--- src/rtl/if_prefetch_queue.sv ---
`timescale 1ns/1ps
// Instruction-fetch prefetch queue: issues word fetches over a req/ack handshake and
// buffers {inst, pc} in a small FIFO feeding decode, with stall and redirect support.
module if_prefetch_queue #(
    parameter int unsigned DEPTH    = 4,
    parameter logic [31:0] RESET_PC = 32'd0,
    parameter logic [31:0] NOP      = 32'd0
) (
    input  logic        clk,
    input  logic        rst,
    output logic        imem_req,
    output logic [31:0] imem_addr,
    input  logic        imem_ack,
    input  logic [31:0] imem_rdata,
    input  logic        hold,
    input  logic        redirect,
    input  logic [31:0] redirect_pc,
    output logic        inst_valid,
    output logic [31:0] inst,
    output logic [31:0] pc,
    output logic [31:0] pc4
);
    localparam int PTR_W = $clog2(DEPTH);
    localparam int CNT_W = PTR_W + 1;
    localparam logic [CNT_W-1:0] FULL = CNT_W'(DEPTH);

    typedef enum logic {IDLE, WAIT} state_t;

    state_t           state_q, state_d;
    logic [31:0]      addr_q, addr_d;
    logic [31:0]      fetch_pc_q, fetch_pc_d;
    logic             stale_q, stale_d;
    logic [CNT_W-1:0] count_q, count_d;
    logic [PTR_W-1:0] wr_ptr_q, wr_ptr_d;
    logic [PTR_W-1:0] rd_ptr_q, rd_ptr_d;
    logic [31:0]      last_pc_q;
    logic [31:0]      inst_mem_q [DEPTH];
    logic [31:0]      pc_mem_q   [DEPTH];

    logic        ack_w;
    logic        push;
    logic        pop;
    logic [31:0] redirect_pc_w;
    logic [31:0] next_pc;

    assign redirect_pc_w = redirect_pc & ~32'd3;
    assign ack_w         = (state_q == WAIT) && imem_ack;
    // A request issued before a redirect still completes, but its data is discarded.
    assign push          = ack_w && !stale_q && !redirect;
    assign pop           = inst_valid && !hold && !redirect;

    always_comb begin
        count_d  = count_q + CNT_W'(push) - CNT_W'(pop);
        wr_ptr_d = push ? wr_ptr_q + PTR_W'(1) : wr_ptr_q;
        rd_ptr_d = pop  ? rd_ptr_q + PTR_W'(1) : rd_ptr_q;
        if (redirect) begin
            count_d  = '0;
            wr_ptr_d = '0;
            rd_ptr_d = '0;
        end
    end

    always_comb begin
        state_d    = state_q;
        addr_d     = addr_q;
        fetch_pc_d = fetch_pc_q;
        stale_d    = stale_q;
        next_pc    = stale_q ? fetch_pc_q : fetch_pc_q + 32'd4;
        case (state_q)
            IDLE: begin
                if (redirect) begin
                    fetch_pc_d = redirect_pc_w;
                end else if (count_d < FULL) begin
                    state_d = WAIT;
                    addr_d  = fetch_pc_q;
                end
            end
            WAIT: begin
                if (ack_w) begin
                    stale_d = 1'b0;
                    if (redirect) begin
                        fetch_pc_d = redirect_pc_w;
                        state_d    = IDLE;
                    end else begin
                        fetch_pc_d = next_pc;
                        if (count_d < FULL) addr_d = next_pc;
                        else                state_d = IDLE;
                    end
                end else if (redirect) begin
                    fetch_pc_d = redirect_pc_w;
                    stale_d    = 1'b1;
                end
            end
            default: state_d = IDLE;
        endcase
    end

    always_ff @(posedge clk or posedge rst) begin
        if (rst) begin
            state_q    <= IDLE;
            addr_q     <= RESET_PC & ~32'd3;
            fetch_pc_q <= RESET_PC & ~32'd3;
            stale_q    <= 1'b0;
            count_q    <= '0;
            wr_ptr_q   <= '0;
            rd_ptr_q   <= '0;
            last_pc_q  <= 32'd0;
        end else begin
            state_q    <= state_d;
            addr_q     <= addr_d;
            fetch_pc_q <= fetch_pc_d;
            stale_q    <= stale_d;
            count_q    <= count_d;
            wr_ptr_q   <= wr_ptr_d;
            rd_ptr_q   <= rd_ptr_d;
            last_pc_q  <= pc;
        end
    end

    always_ff @(posedge clk) begin
        if (push) begin
            inst_mem_q[wr_ptr_q] <= imem_rdata;
            pc_mem_q[wr_ptr_q]   <= addr_q;
        end
    end

    assign imem_req   = (state_q == WAIT);
    assign imem_addr  = addr_q;
    assign inst_valid = (count_q != '0);
    assign inst       = inst_valid ? inst_mem_q[rd_ptr_q] : NOP;
    // With the queue empty the last head PC stays visible to decode.
    assign pc         = inst_valid ? pc_mem_q[rd_ptr_q] : last_pc_q;
    assign pc4        = pc + 32'd4;
endmodule

--- config.mk ---
export PLATFORM = sky130hd
export DESIGN_NAME = if_prefetch_queue
export DESIGN_NICKNAME = d
export VERILOG_FILES = /design/src/rtl/if_prefetch_queue.sv
export SDC_FILE = /design/constraint.sdc
export NUM_CORES = 1
export LEC_CHECK = 0
export ABC_CLOCK_PERIOD_IN_PS = 9800
export BUFFER_PORTS_ARGS = -buffer_cell sky130_fd_sc_hd__buf_4
export CORE_MARGIN = 2
export CORE_UTILIZATION = 45
export CTS_BUF_LIST = sky130_fd_sc_hd__clkbuf_4
export DETAILED_ROUTE_END_ITERATION = 16
export PLACE_DENSITY_LB_ADDON = 0.12
export REMOVE_ABC_BUFFERS = 1
export SYNTH_ARGS = -nofsm -noshare
export SYNTH_HDL_FRONTEND = slang
export SYNTH_SLANG_ARGS = --single-unit
--- constraint.sdc ---
create_clock -name clk -period 9.8 [get_ports clk]
set_input_delay 1.96 -clock clk [delete_from_list [all_inputs] [get_ports clk]]
set_output_delay 1.96 -clock clk [all_outputs]
set_load 0.03 [all_outputs]
==> flow_metrics.tcl, run 1 <==
set metrics [dict create \
    die_y_um 188 \
    overflow 0 \
    drive_gt1_share_pct 32.0 \
    syn_avg_cell_area_sq_um 14.7 \
    ant_nets 0 \
    placed_area_sq_um 17100 \
    track_usage_pct 18.8 \
    rsz0062_at_grt "false" \
    fin_crit_ps 6850 \
    synth-edff-count 256 \
    p_clk_share_pct 22.4 \
    power_density_nw_per_um2 328 \
    drc 0 \
    vias_per_cell 5.02 \
    gp_congestion 0.846 \
    fmax_mhz 146 \
    combPwrFrac_pct 41.6 \
    fin_setup_tns_ps 0 \
    critPathKind "flip-flop to output pin" \
    worstMarginPinSlew_ps 1050 \
    synthToLayoutAreaGrowth_pct 21.0 \
    layout_commonest_cell "edfxtp_1" \
    cts_max_level 3 \
    wl_um 32500 \
    ir_worst_vdd_uv 226 \
    antenna_found_initial 1 \
    dp_slack_ps 3490 \
    clk_latency_ps 720 \
    cap_violations 0 \
    num_rows 67 \
    seq_area_frac_synth_pct 67.9 \
    maxSlewViolCount 0 \
    clock-sinks 361 \
    critPathLaunchType "flip-flop" \
    cp-end-kind "output pin" \
    p_leak_nw 6.93 \
    seqPwrFrac_pct 36.0 \
    crit_fanout 36 \
    finalCritPeriodShare_pct 69.9 \
    via_count 9114 \
    required_ps 7840 \
    setup_violations 0 \
    cts_buffers 94 \
    syn-instance-count 1036 \
    rrSetupSlack_ps 5540 \
    core-area_sq_um 33400 \
    port_buffers 196 \
    synthArstFlopShare_pct 29.1 \
    firstDrtPassIters 5 \
    start_util_pct 45.6 \
    synthFlopType "edfxtp_1" \
    sw_frac_of_total_pct 40.4 \
    synth_area_sq_um 15200 \
    first_iter_violations 478 \
    finalHoldViolations 0 \
    cts_tree "done" \
    clk_path_buf_depth 3 \
    stdcell_area_sq_um 18400 \
    first_global_vias 9287 \
    hold_buffers 0 \
    grt_pass1_wl_um 50900 \
    wire_per_inst_um 17.9 \
    grt_max_degree 73 \
    ys_seq_elements 361 \
    die_area_sq_um 35300 \
    clk_pin_slew_ps 60 \
    synth_cell_types 46 \
    cts_setup_buffers 0 \
    io_pins 199 \
    cp.arrival_ps 4890 \
    slew_headroom_pct 30.3 \
    p_int_mw 3.59 \
    layout.nets 1369 \
    min_path_type "flip-flop to flip-flop" \
    postCtsResizedCells 0 \
    ys_warn_count 0 \
    setup_slack_ps 2950 \
    layout_common_cells "edfxtp_1 (256), buf_4 (204), clkbuf_4 (156)" \
    p_sw_mw 2.44 \
    cts-root-buf "clkbuf_4" \
    skew_ps 52.4 \
    total_power_mw 6.03 \
    run_status "completed" \
    die_w_um 188 \
    dp_hpwl_um 20400 \
]
-- cells by family (layout without fill, tap and decap cells) --
group / after synthesis / count (layout) / synth area share, %
adders and majority gates: 9 / 9 / 0.790
AOI/OAI and AO/OA: 75 / 75 / 2.70
buffers and inverters: 65 / 396 / 1.93
muxes: 77 / 77 / 10.6
DFF: 361 / 361 / 67.9
xor gates and xnor gates: 90 / 90 / 5.19
other: 0 / 2 / 0
and+or+nand+nor: 359 / 359 / 10.9
-- final timing paths --
check,depth (start not counted),from,to
worst max-delay path,8,rd_ptr_q[0]$_DFFE_PP0P_,pc4[28]
worst min-delay path,1,fetch_pc_q[1]$_DFFE_PP0P_,fetch_pc_q[1]$_DFFE_PP0P_
worst max register to register,14,imem_req$_DFF_PP0_,imem_addr[23]$_DFFE_PP0P_
worst min register to register,1,fetch_pc_q[1]$_DFFE_PP0P_,fetch_pc_q[1]$_DFFE_PP0P_
max in group asynchronous,3,rst,rd_ptr_q[0]$_DFFE_PP0P_
min in group asynchronous,2,rst,fetch_pc_q[10]$_DFF_PP0_
-- state kept, by name (all words and copies together), names as in the netlist --
register / cells
count_q: 3
fetch_pc_q: 32
imem_addr: 32
imem_req: 1
inst_mem_q: 128
last_pc_q: 32
pc_mem_q: 128
rd_ptr_q: 2
stale_q: 1
wr_ptr_q: 2
-- Yosys cell counts, types with 4 or more instances --
library cell / instances / area share [%]
edfxtp_1: 256 / 51
o21ai_0: 35 / 1.2
and2_1: 42 / 1.7
clkbuf_1: 24 / 0.59
buf_2: 9 / 0.30
buf_1: 7 / 0.17
mux4_1: 7 / 1.2
dfrtp_1: 105 / 17
a21oi_1: 31 / 1.0
inv_1: 19 / 0.47
mux4_2: 58 / 8.6
nand2_1: 155 / 3.8
nor2b_1: 4 / 0.16
nand3_1: 33 / 1.1
xor2_1: 38 / 2.2
nor2_1: 68 / 1.7
mux2i_1: 8 / 0.53
nor3_1: 13 / 0.43
mux2_2: 4 / 0.30
xnor2_1: 52 / 3.0
ha_1: 8 / 0.66
nand4_1: 20 / 0.82
and3_1: 6 / 0.25
-- stage by stage --
stage | hold slack [ps] | util (%) | std cells
floorplan | 458 | - | 991
global route | 523 | 55.1 | 1816
global placement | 478 | 51.3 | 1643
CTS | 500 | 55.1 | 1815
detailed placement | 485 | 51.3 | 1643
finish | 492 | 55.1 | 1817
-- worst max-delay path: stages, from the launching register on --
cell and delay, ps:
dfrtp_4 900, buf_4 650, mux4_1 420, nand4_1 130, a222oi_1 920, nand4_1 460, nor3b_1 350, xnor2_1 150
buf_4 180
-- area by class of cell --
class                      instances  area [sq um]
fill                            2889         15000
sequential                       361         10300
antenna                            2          5.00
timing repair buffer             204          1530
multi-input combinational        610          4620
clock inverter                    16           114
clock buffer                     156          1170
tap                              448           561
inverter                          20          77.6
-- power by group through the flow --
stage / sequential, mW / combinational, mW / clock (mW)
5_1_grt: 2.21 / 2.68 / 1.48
2_1_floorplan: 2.27 / 1.50 / 0
3_5_place_dp: 2.20 / 2.54 / 0
4_1_cts: 2.17 / 2.55 / 1.40
6_report: 2.17 / 2.51 / 1.35
3_3_place_gp: 2.19 / 2.53 / 0
-- per-layer routing --
metal,wire [um],GRT usage (%),up-vias
li1,-,-,4374
met1,14500,24.8,4403
met2,15400,30.3,278
met3,1870,4.72,59
met4,705,7.03,0
met5,0,0,-
No activity file was read; power rests on OpenSTA's default activity.
==> run 2, diff against run 1 <==
Settings changed: ABC_CLOCK_PERIOD_IN_PS 9800 to 5560.
Clock period 9.8 ns to 5.56 ns, I/O delays scaled along.
==> run 2 against run 1 <==
Compared with the run above:
- hold slack improved by 11 ps
- first-iteration DRC count fell by 3.1%
- global-route usage rose by 0.10 points
- setup slack got worse by 2400 ps
- sequential cell count did not move
- clock-buffer cell count fell by 12
- power rose by 75%
- clock power rose by 68%
- combinational power rose by 78%
- critical endpoint unchanged
- highest routed layer unchanged
==> flow_metrics.tcl, run 2 (synthesized netlist as in run 1, its figures left out) <==
set metrics [dict create \
    skew_ps 64.4 \
    finalCritPeriodShare_pct 90.7 \
    num_rows 67 \
    stdcell_area_sq_um 18400 \
    drive_gt1_share_pct 31.9 \
    setup_slack_ps 517 \
    maxSlewViolCount 0 \
    cts_tree "done" \
    critPathLaunchType "flip-flop" \
    gp_congestion 0.829 \
    p_sw_mw 4.32 \
    ir_worst_vdd_uv 387 \
    layout_common_cells "edfxtp_1 (256), buf_4 (206), nand2_1 (155)" \
    clk_path_buf_depth 3 \
    layout.nets 1373 \
    layout_commonest_cell "edfxtp_1" \
    cts_buffers 94 \
    critPathKind "flip-flop to output pin" \
    run_status "completed" \
    antenna_found_initial 1 \
    synthToLayoutAreaGrowth_pct 20.9 \
    io_pins 199 \
    r2r-start "imem_req$_DFF_PP0_" \
    p_int_mw 6.24 \
    crit_fanout 31 \
    cap_violations 0 \
    reg.largest.list "inst_mem_q x128, pc_mem_q x128" \
    slew_headroom_pct 30.6 \
    port_buffers 196 \
    total_power_mw 10.6 \
    final_util_pct 55.1 \
    cp-end-kind "output pin" \
    start_util_pct 45.6 \
    drc 0 \
    fmax_mhz 198 \
    fillers 2899 \
    wl_um 33200 \
    die_area_sq_um 35300 \
    holdPathStages 2 \
    cts_max_level 3 \
    rsz0062_at_grt "false" \
    wire_per_inst_um 18.3 \
    track_usage_pct 18.9 \
    fin_crit_ps 5040 \
    overflow 0 \
    postCtsResizedCells 0 \
    worstMarginPinSlew_ps 1040 \
    ant_nets 0 \
    dp_slack_ps 1100 \
    min_path_type "flip-flop to flip-flop" \
    grt_max_degree 74 \
    grt_pass1_wl_um 51500 \
    hold_buffers 0 \
    first_iter_violations 463 \
    dp_hpwl_um 21000 \
    holdCritStartpoint "last_pc_q[0]$_DFF_PP0_" \
    combPwrFrac_pct 42.3 \
    finalHoldViolations 0 \
    first_global_vias 9484 \
    required_ps 4450 \
    sw_frac_of_total_pct 40.9 \
    die_w_um 188 \
    p_leak_nw 6.92 \
    seqPwrFrac_pct 36.2 \
    power_density_nw_per_um2 575 \
    placed_area_sq_um 17200 \
    r2r_end "imem_addr[23]$_DFFE_PP0P_" \
    via_count 9165 \
    cts_setup_buffers 0 \
    hold_path_end "last_pc_q[0]$_DFF_PP0_" \
    cp.arrival_ps 3930 \
    setup_violations 0 \
    rrSetupSlack_ps 1490 \
    clock-sinks 361 \
    core-area_sq_um 33400 \
    cts-root-buf "clkbuf_4" \
    clk_latency_ps 710 \
    firstDrtPassIters 5 \
    vias_per_cell 5.04 \
    p_clk_share_pct 21.5 \
    ff2ff_path_depth 14 \
    clk_pin_slew_ps 60 \
    die_y_um 188 \
]
[run 2: cell count changes in the layout (fill, tap and decap cells not counted)]
cell / previous run / this run
inv_2: 2 / 3
bufinv_16: 2 / 1
diode_2: 2 / 1
clkinv_2: 1 / 5
clkinv_4: 0 / 2
clkbuf_4: 156 / 144
clkinv_1: 13 / 16
buf_4: 204 / 206
buf_12: 0 / 2
[run 2: worst max-delay path: stages, from the launching register on]
cell and delay (ps):
dfrtp_4 850, buf_4 410, mux4_2 330, nand4_1 120, a222oi_1 520, nand4_1 360, nor3b_1 320, xnor2_1 150
buf_4 180
[run 2: power by group through the flow]
| stage | registers (mW) | clock network [mW] | logic, mW |
|---|---|---|---|
| finish | 3.83 | 2.27 | 4.47 |
| global placement | 3.86 | 0 | 4.50 |
| floorplan | 3.99 | 0 | 2.64 |
| global route | 3.88 | 2.49 | 4.75 |
| CTS | 3.83 | 2.35 | 4.52 |
| detailed placement | 3.88 | 0 | 4.51 |
[run 2: metrics by stage]
stage | TNS (ps) | hold slack (ps) | cells
floorplan | -20760 | 458 | 991
global placement | 0 | 477 | 1647
detailed placement | 0 | 492 | 1647
CTS | 0 | 507 | 1816
global route | 0 | 525 | 1817
finish | 0 | 503 | 1817
[run 2: how the worst max path moves through the flow]
stage,startpoint,end,slack [ps],depth (start not counted)
3_3_place_gp,imem_ack,imem_addr[15]$_DFFE_PP0P_,1140,15
5_1_grt,rd_ptr_q[0]$_DFFE_PP0P_,pc4[28],210,8
3_5_place_dp,imem_ack,imem_addr[15]$_DFFE_PP0P_,1100,15
4_1_cts,rd_ptr_q[0]$_DFFE_PP0P_,pc4[28],360,8
2_1_floorplan,count_q[1]$_DFF_PP0_,pc4[28],-950,12
6_report,rd_ptr_q[0]$_DFFE_PP0P_,pc4[28],520,8
[run 2: routing by layer]
metal  GRT usage [%]  share of wire (%)  up-vias
met1            25.0                 44     4453
met3            3.61                4.7       68
met2            31.1                 48      266
li1                -                  -     4378
met4            7.42                2.6        0
met5               0                  0        -
[run 2: area by class of cell]
cell class	count	area (sq um)	area share, %
Antenna cell	1	2.50	0.0136
Inverter	20	77.6	0.422
Clock inverter	25	136	0.742
Multi-Input combinational cell	610	4620	25.1
Tap cell	448	561	3.05
Sequential cell	361	10300	56.1
Clock buffer	144	1080	5.88
Timing Repair Buffer	208	1590	8.63
==> run 3, diff against run 2 <==
Settings changed: CORE_UTILIZATION 45 to 54.
==> run 3 against run 2 <==
Compared with the run above:
- fmax is 0.86% higher
- design area fell by 0.47%
- cell count shrank 3.4%
- sequential power decreased by 1%
- critical path depth unchanged
- clock skew is 25 ps lower
- register-to-register slack got worse by 200 ps
- first-iteration DRC count grew 31%
- global-route usage increased by 3.1 points
- critical path type unchanged
==> flow_metrics.tcl, run 3 (synthesized netlist as in run 1, its figures left out) <==
set metrics [dict create \
    grt_pass1_wl_um 49100 \
    placed_area_sq_um 17100 \
    clk_latency_ps 720 \
    first_global_vias 9281 \
    cp-end-kind "output pin" \
    whs_ps 492 \
    grt_max_degree 78 \
    r2r_end "imem_addr[21]$_DFFE_PP0P_" \
    die_y_um 172 \
    setup_violations 0 \
    port_buffers 196 \
    layout_commonest_cell "edfxtp_1" \
    cp.arrival_ps 3890 \
    ant_nets 0 \
    clk_pin_slew_ps 60 \
    critPathLaunchType "flip-flop" \
    antenna_found_initial 1 \
    dp_cells 1577 \
    fin_crit_ps 5000 \
    combPwrFrac_pct 42.7 \
    ir_worst_vdd_uv 416 \
    finalCritPeriodShare_pct 89.9 \
    required_ps 4450 \
    r2r-start "imem_req$_DFF_PP0_" \
    wl_um 31400 \
    holdCritStartpoint "last_pc_q[0]$_DFF_PP0_" \
    drive_gt1_share_pct 30.9 \
    die_w_um 172 \
    finalNonFillerCells 1756 \
    cts_max_level 3 \
    layout_common_cells "edfxtp_1 (256), buf_4 (206), nand2_1 (155)" \
    slew_headroom_pct 30.2 \
    crit_fanout 36 \
    cts-root-buf "clkbuf_4" \
    p_clk_share_pct 21.2 \
    via_count 9152 \
    run_status "completed" \
    p_leak_nw 6.91 \
    num_rows 61 \
    skew_ps 39.7 \
    track_usage_pct 22.0 \
    cap_violations 0 \
    rsz0062_at_grt "false" \
    io_pins 199 \
    dp_hpwl_um 19900 \
    cts_buffers 93 \
    synthToLayoutAreaGrowth_pct 20.4 \
    postCtsResizedCells 0 \
    vias_per_cell 5.21 \
    gp_congestion 0.800 \
    power_density_nw_per_um2 573 \
    die_area_sq_um 29500 \
    holdPathStages 2 \
    stdcell_area_sq_um 18300 \
    maxSlewViolCount 0 \
    reg.largest.list "inst_mem_q x128, pc_mem_q x128" \
    ff2ff_path_depth 15 \
    fmax_mhz 200 \
    core-area_sq_um 27800 \
    p_sw_mw 4.29 \
    finalHoldViolations 0 \
    clock-sinks 361 \
    hold_path_end "last_pc_q[0]$_DFF_PP0_" \
    cts_tree "done" \
    hold_buffers 0 \
    layout.nets 1372 \
    worstMarginPinSlew_ps 1050 \
    min_path_type "flip-flop to flip-flop" \
    seqPwrFrac_pct 36.0 \
    sw_frac_of_total_pct 40.9 \
    cts_setup_buffers 0 \
    first_iter_violations 607 \
    critPathKind "flip-flop to output pin" \
    overflow 0 \
    start_util_pct 54.7 \
    firstDrtPassIters 6 \
    p_int_mw 6.20 \
    clk_path_buf_depth 3 \
    drc 0 \
    rrSetupSlack_ps 1290 \
    wire_per_inst_um 17.9 \
]
## run 3: final cells by class
type	instances	area (sq um)
Antenna cell	3	7.51
Fill cell	2200	9490
Clock inverter	46	238
Inverter	20	77.6
Sequential cell	361	10300
Multi-Input combinational cell	610	4620
Tap cell	378	473
Clock buffer	130	976
Timing Repair Buffer	208	1590
## run 3: power by group through the flow
stage | clock network [mW] | registers (mW) | logic [mW]
floorplan | 0 | 3.99 | 2.64
global placement | 0 | 3.81 | 4.50
detailed placement | 0 | 3.83 | 4.53
CTS | 2.29 | 3.78 | 4.54
global route | 2.43 | 3.85 | 4.80
finish | 2.23 | 3.78 | 4.49
## run 3: how the worst max path moves through the flow
stage / slack [ps] / from / endpoint / cells after the start
3_5_place_dp: 820 / imem_ack / imem_addr[16]$_DFFE_PP0P_ / 16
3_3_place_gp: 950 / imem_ack / imem_addr[16]$_DFFE_PP0P_ / 16
2_1_floorplan: -950 / count_q[1]$_DFF_PP0_ / pc4[28] / 12
5_1_grt: 270 / rd_ptr_q[0]$_DFFE_PP0P_ / pc4[31] / 9
4_1_cts: 510 / count_q[1]$_DFF_PP0_ / pc4[28] / 8
6_report: 560 / count_q[1]$_DFF_PP0_ / pc4[28] / 8
## run 3: stage by stage
step                utilization [%]  power (mW)  worst slack (ps)  setup TNS (ps)
floorplan                         -        6.64              -951          -20760
global placement               61.5        8.31               945               0
detailed placement             61.5        8.37               825               0
CTS                            65.8        10.6               513               0
global route                   65.8        11.1               268               0
finish                         65.9        10.5               560               0
## run 3: routing by layer
layer / global-route usage (%) / vias to the layer above / part of all wire [%] / wire (um)
li1: - / 4401 / - / -
met1: 29.1 / 4431 / 43 / 13600
met2: 36.7 / 273 / 49 / 15500
met3: 4.86 / 47 / 5.9 / 1850
met4: 6.69 / 0 / 1.5 / 484
met5: 0 / - / 0 / 0
## run 3: critical path, cell delays in order (launching register included)
cell and delay [ps]:
dfrtp_1 440, nor3_4 510, buf_4 460, nand4_1 180, a222oi_1 550, nand4_1 340, nor3b_1 320, xnor2_1 160
buf_4 180
